===== config.mk =====
export PLATFORM = sky130hd
export DESIGN_NAME = addsub_serial
export DESIGN_NICKNAME = d
export VERILOG_FILES = /design/src/rtl/addsub_serial.sv
export SDC_FILE = /design/constraint.sdc
export NUM_CORES = 1
export LEC_CHECK = 0
export CAP_MARGIN = 20
export CORE_UTILIZATION = 54
export CTS_BUF_LIST = sky130_fd_sc_hd__clkbuf_8
export DETAILED_ROUTE_END_ITERATION = 6
export PLACE_DENSITY_LB_ADDON = 0.12
export REMOVE_ABC_BUFFERS = 1
export SETUP_SLACK_MARGIN = 0.3
export SYNTH_ARGS = -nofsm -noshare
export SYNTH_HDL_FRONTEND = slang
export SYNTH_SLANG_ARGS = --single-unit

===== constraint.sdc =====
create_clock -name clk -period 1.8 [get_ports clk]
set_input_delay 0.18 -clock clk [delete_from_list [all_inputs] [get_ports clk]]
set_output_delay 0.18 -clock clk [all_outputs]
set_load 0.02 [all_outputs]

===== src/rtl/addsub_serial.sv =====
// ---------------------------------------------------------------------------
// addsub_serial -- digit-serial adder/subtractor
//
// Adds or subtracts two WIDTH-bit operands DIGIT bits per clock, LSB first,
// through one DIGIT-bit adder slice with a registered carry. An operation
// takes N = WIDTH/DIGIT cycles. The results are held until the next accepted
// start.
//
// Parameters
//   WIDTH  operand/result width; must be a positive multiple of DIGIT
//   DIGIT  bits processed per clock
//
// Optional feature
//   ADDSUB_SERIAL_OVF_EN  when defined, V reports signed overflow.
//                         When undefined, V is held at 0.
//
// Ports
//   clk    in   rising-edge clock
//   rst    in   asynchronous active-high reset
//   start  in   request, sampled in IDLE or DONE
//   A      in   operand A
//   B      in   operand B
//   M      in   mode: 0 = A+B, 1 = A-B
//   busy   out  operation in progress
//   done   out  one-cycle pulse; S/Cout/V valid
//   S      out  sum / difference, modulo 2^WIDTH
//   Cout   out  carry out of MSB (for A-B: 1 = no borrow)
//   V      out  signed overflow
// ---------------------------------------------------------------------------
module addsub_serial #(
    parameter int WIDTH = 8,
    parameter int DIGIT = 1
) (
    input  logic             clk,
    input  logic             rst,
    input  logic             start,
    input  logic [WIDTH-1:0] A,
    input  logic [WIDTH-1:0] B,
    input  logic             M,
    output logic             busy,
    output logic             done,
    output logic [WIDTH-1:0] S,
    output logic             Cout,
    output logic             V
);

    localparam int N  = WIDTH / DIGIT;
    localparam int CW = (N > 1) ? $clog2(N) : 1;
    localparam logic [CW-1:0] LAST_DIGIT = CW'(N - 1);

    typedef enum logic [1:0] {
        IDLE = 2'd0,
        RUN  = 2'd1,
        DONE = 2'd2
    } state_t;

    state_t           state_r;
    state_t           state_nx_s;
    logic             load_s;
    logic             step_s;
    logic             last_s;

    logic [WIDTH-1:0] a_r;
    logic [WIDTH-1:0] b_r;
    logic             carry_r;
    logic [CW-1:0]    cnt_r;
    logic [WIDTH-1:0] s_r;
    logic             cout_r;
    logic             busy_r;
    logic             done_r;

    logic [DIGIT:0]   slice_s;
    logic [WIDTH-1:0] sum_ext_s;
    logic [WIDTH-1:0] s_shift_s;

    // Next-state and control decode for the IDLE/RUN/DONE sequencer
    always_comb begin
        state_nx_s = state_r;
        load_s     = 1'b0;
        step_s     = 1'b0;
        last_s     = 1'b0;
        case (state_r)
            IDLE: begin
                if (start) begin
                    load_s     = 1'b1;
                    state_nx_s = RUN;
                end else begin
                    state_nx_s = IDLE;
                end
            end
            RUN: begin
                // start is deliberately ignored here
                step_s = 1'b1;
                if (cnt_r == LAST_DIGIT) begin
                    last_s     = 1'b1;
                    state_nx_s = DONE;
                end else begin
                    state_nx_s = RUN;
                end
            end
            DONE: begin
                // A start here is accepted at once, so back-to-back
                // operations need no idle cycle
                if (start) begin
                    load_s     = 1'b1;
                    state_nx_s = RUN;
                end else begin
                    state_nx_s = IDLE;
                end
            end
            default: begin
                state_nx_s = IDLE;
            end
        endcase
    end

    // One DIGIT-bit slice of the adder; the new digit enters S at the MSB end
    always_comb begin
        slice_s   = {1'b0, a_r[DIGIT-1:0]} + {1'b0, b_r[DIGIT-1:0]}
                  + {{DIGIT{1'b0}}, carry_r};
        sum_ext_s = '0;
        sum_ext_s[DIGIT-1:0] = slice_s[DIGIT-1:0];
        s_shift_s = (s_r >> DIGIT) | (sum_ext_s << (WIDTH - DIGIT));
    end

    // Sequencer state plus the registered busy/done flags
    always_ff @(posedge clk or posedge rst) begin
        if (rst) begin
            state_r <= IDLE;
            busy_r  <= 1'b0;
            done_r  <= 1'b0;
        end else begin
            state_r <= state_nx_s;
            busy_r  <= (state_nx_s == RUN);
            done_r  <= (state_nx_s == DONE);
        end
    end

    // Operand shifters, carry, digit counter, and result registers
    always_ff @(posedge clk or posedge rst) begin
        if (rst) begin
            a_r     <= '0;
            b_r     <= '0;
            carry_r <= 1'b0;
            cnt_r   <= '0;
            s_r     <= '0;
            cout_r  <= 1'b0;
        end else if (load_s) begin
            // Subtraction is A + ~B + 1: invert B here and seed the carry with M
            a_r     <= A;
            b_r     <= B ^ {WIDTH{M}};
            carry_r <= M;
            cnt_r   <= '0;
            s_r     <= '0;
            cout_r  <= 1'b0;
        end else if (step_s) begin
            a_r     <= a_r >> DIGIT;
            b_r     <= b_r >> DIGIT;
            carry_r <= slice_s[DIGIT];
            cnt_r   <= cnt_r + CW'(1);
            s_r     <= s_shift_s;
            if (last_s) begin
                cout_r <= slice_s[DIGIT];
            end else begin
                cout_r <= cout_r;
            end
        end else begin
            a_r     <= a_r;
            b_r     <= b_r;
            carry_r <= carry_r;
            cnt_r   <= cnt_r;
            s_r     <= s_r;
            cout_r  <= cout_r;
        end
    end

`ifdef ADDSUB_SERIAL_OVF_EN
    logic v_r;
    logic msb_cin_s;

    // The carry into the MSB is recovered from the slice's top sum bit.
    // This works for any DIGIT, including DIGIT=1.
    always_comb begin
        msb_cin_s = slice_s[DIGIT-1] ^ a_r[DIGIT-1] ^ b_r[DIGIT-1];
    end

    // Signed-overflow flag, captured on the final digit
    always_ff @(posedge clk or posedge rst) begin
        if (rst) begin
            v_r <= 1'b0;
        end else if (load_s) begin
            v_r <= 1'b0;
        end else if (last_s) begin
            v_r <= msb_cin_s ^ slice_s[DIGIT];
        end else begin
            v_r <= v_r;
        end
    end

    assign V = v_r;
`else
    assign V = 1'b0;
`endif

    assign busy = busy_r;
    assign done = done_r;
    assign S    = s_r;
    assign Cout = cout_r;

endmodule


==> results.ini <==
[setup_path]
crit_arrival_ps = 1260
slowest_delay_ps = 620
cp_max_fo = 3
path_depth = 1
crit_type = flip-flop to output pin
rr_worst_depth = 3
cp_slowest_cell = clkdlybuf4s50_1
crit_buf_inv = 1
end_kind = output pin
cp_cell_sequence = clkdlybuf4s50_1
required_ps = 1620
crit_path_start_kind = flip-flop
critPathTopFamily = buffers and inverters

[global_routing]
antenna_found_initial = 0
grt_pass1_wl_mm = 4.44
overflow = 0
grt_max_degree = 34
grt_pass1_vias = 1019
grt_util_all_layers_pct = 21.8

[cells_and_area]
diodes = 0
drive_above_1_share_pct = 9.52
fillers = 168
finalNetCount = 191
syn_to_final_growth_pct = 29.1

[clock_network]
cts_max_level = 2
cts_resized = 0
clock-root-buffer = clkbuf_8
clockBufferDepth = 2
clk_latency_ps = 270
cts_hold_buf = 0
clkTransAtPathRegs_ps = 60
cts_setup_buffers = 0
tritoncts = done
clkSinkCount = 33
cts-buffers-inserted = 5

[synthesis]
yosysWarnings = 0
synth_edf_count = 0
syn_inst = 134
synth_common_cells = dfrtp_1, nand2_1, a22o_1, nor2_1, nand3_1
synth_most_common_cell = dfrtp_1
yosysSeqAreaShare_pct = 56.7
synthTopCellsByArea = dfrtp_1, a22o_1, nand2_1, xor2_1, a22oi_1
synthFlopType = dfrtp_1
synth-seq-cells = 33
synth.distinct_cells = 27
synthesis.area_sq_mm = 0.00146
avgSynthCellArea_sq_um = 10.9
synth_top_area_share_pct = 56.7
synth_top_cell_by_area = dfrtp_1
async_reset_ff_share_pct = 100

[power_and_ir_drop]
p_leak_nw = 0.874
power_density_mw_per_mm2 = 1710
ir_worst_vdd_v = 0.00114
total_power_mw = 3.22

[sta]
drv_slew = 0
min_period_ps = 1440
finalSetupTns_ps = 0
hold_viol_final = 0
setup_violations = 0
fmax_mhz = 693
min_period_over_period_pct = 80.2
tightest_slew_ps = 653
fin_hold_ws_ps = 298
relSlewSlack_pct = 56.5
rsz0062_at_grt = no
fin_skew_ps = 6.29

[detailed_routing]
avgViaCountPerCell = 5.54
dr.pass1.iters = 4
ant_nets = 0
drt_wl_total_mm = 2.72
drt-wirelength-per-cell_um = 13.7
first_iter_violations = 11
num_vias = 1096
drc = 0

[floorplan]
die-area_sq_mm = 0.00291
core_area_sq_mm = 0.00252
start_util_pct = 57.8
ios = 32
dieHeight_um = 54.0
die_width_um = 54.0
row_count = 18

[place]
hpwl_mm = 1.92
routabilityCongestion = 0.778
io_buffers = 30

[flow_run]
maxCapViolCount = 0

[worst_hold_path]
hp-class = primary input to asynchronous set/reset pin

[outcome]
status = completed

==> through the flow <==
stage / cells / cell area (sq um) / util (%) / setup slack, ps
after floorplan: 123 / 1400 / - / 92.5
after global placement: 191 / 1790 / 71.1 / 329
after detailed placement: 191 / 1790 / 71.1 / 311
after CTS: 198 / 1880 / 74.5 / 338
after global routing: 198 / 1880 / 74.6 / 312
final: 198 / 1880 / 74.6 / 357
==> kinds of logic (layout without fill, tap and decap cells) <==
kind of cell | after synthesis | count (layout) | synth area share [%]
buffers and inverters | 15 | 49 | 5.32
xor gates and xnor gates | 8 | 8 | 4.81
other | 1 | 1 | 0.257
adders and majority gates | 3 | 3 | 3.09
and+or+nand+nor | 42 | 42 | 12.8
DFF | 33 | 33 | 56.7
AOI/OAI and AO/OA | 32 | 32 | 17.1
==> placed cells by master, fill, tap and decap left out, drive strengths merged <==
master	instances
nor3	1
xor2	6
dfrtp	33
buf	8
nand2b	2
nand3	7
nand2	18
xnor2	2
nor2b	1
dlymetal6s2s	1
conb	1
o21ai	3
a22o	10
clkbuf	6
and2b	1
fa	1
clkdlybuf4s50	29
a211oi	2
ha	2
and2	2
o2bb2ai	1
nor2	10
a31oi	6
a221o	3
a22oi	6
a21oi	1
inv	5
==> final cells by class <==
| class | instances | area (sq um) | area share, % |
|---|---|---|---|
| multi-input combinational | 86 | 554 | 29.5 |
| sequential | 33 | 826 | 43.9 |
| tap | 30 | 37.5 | 1.99 |
| inverter | 4 | 15.0 | 0.798 |
| timing repair buffer | 38 | 363 | 19.3 |
| clock buffer | 6 | 82.6 | 4.39 |
| clock inverter | 1 | 3.75 | 0.199 |
==> state kept, by name, summed over array words and instances (netlist names) <==
name and cells:
S 8, a_r 8, b_r 8, cnt_r 3, state_r 2, Cout 1, busy 1, carry_r 1
done 1
==> path summary, 6_finish.rpt <==
kind	from	slack (ps)	endpoint
max	S[7]	360	S[7]
max in group asynchronous	rst	1220	done
min	rst	300	carry_r
min reg2reg	cnt_r[0]	510	cnt_r[0]
max reg2reg	state_r[0]	430	carry_r
min in group clk	cnt_r[0]	510	cnt_r[0]
==> power breakdown <==
group | internal [mW] | switching (mW)
clock | 0.297 | 0.239
combinational | 0.667 | 0.742
sequential | 1.08 | 0.192
total | 2.05 | 1.17
==> routing by layer <==
layer	up-vias	wire length, um	global-route usage [%]
met1	541	1290	28.5
met2	22	1310	34.6
li1	528	-	-
met5	-	0	0
met4	0	35	9.21
met3	5	85	5.08
(Power assumes the default switching activity.)
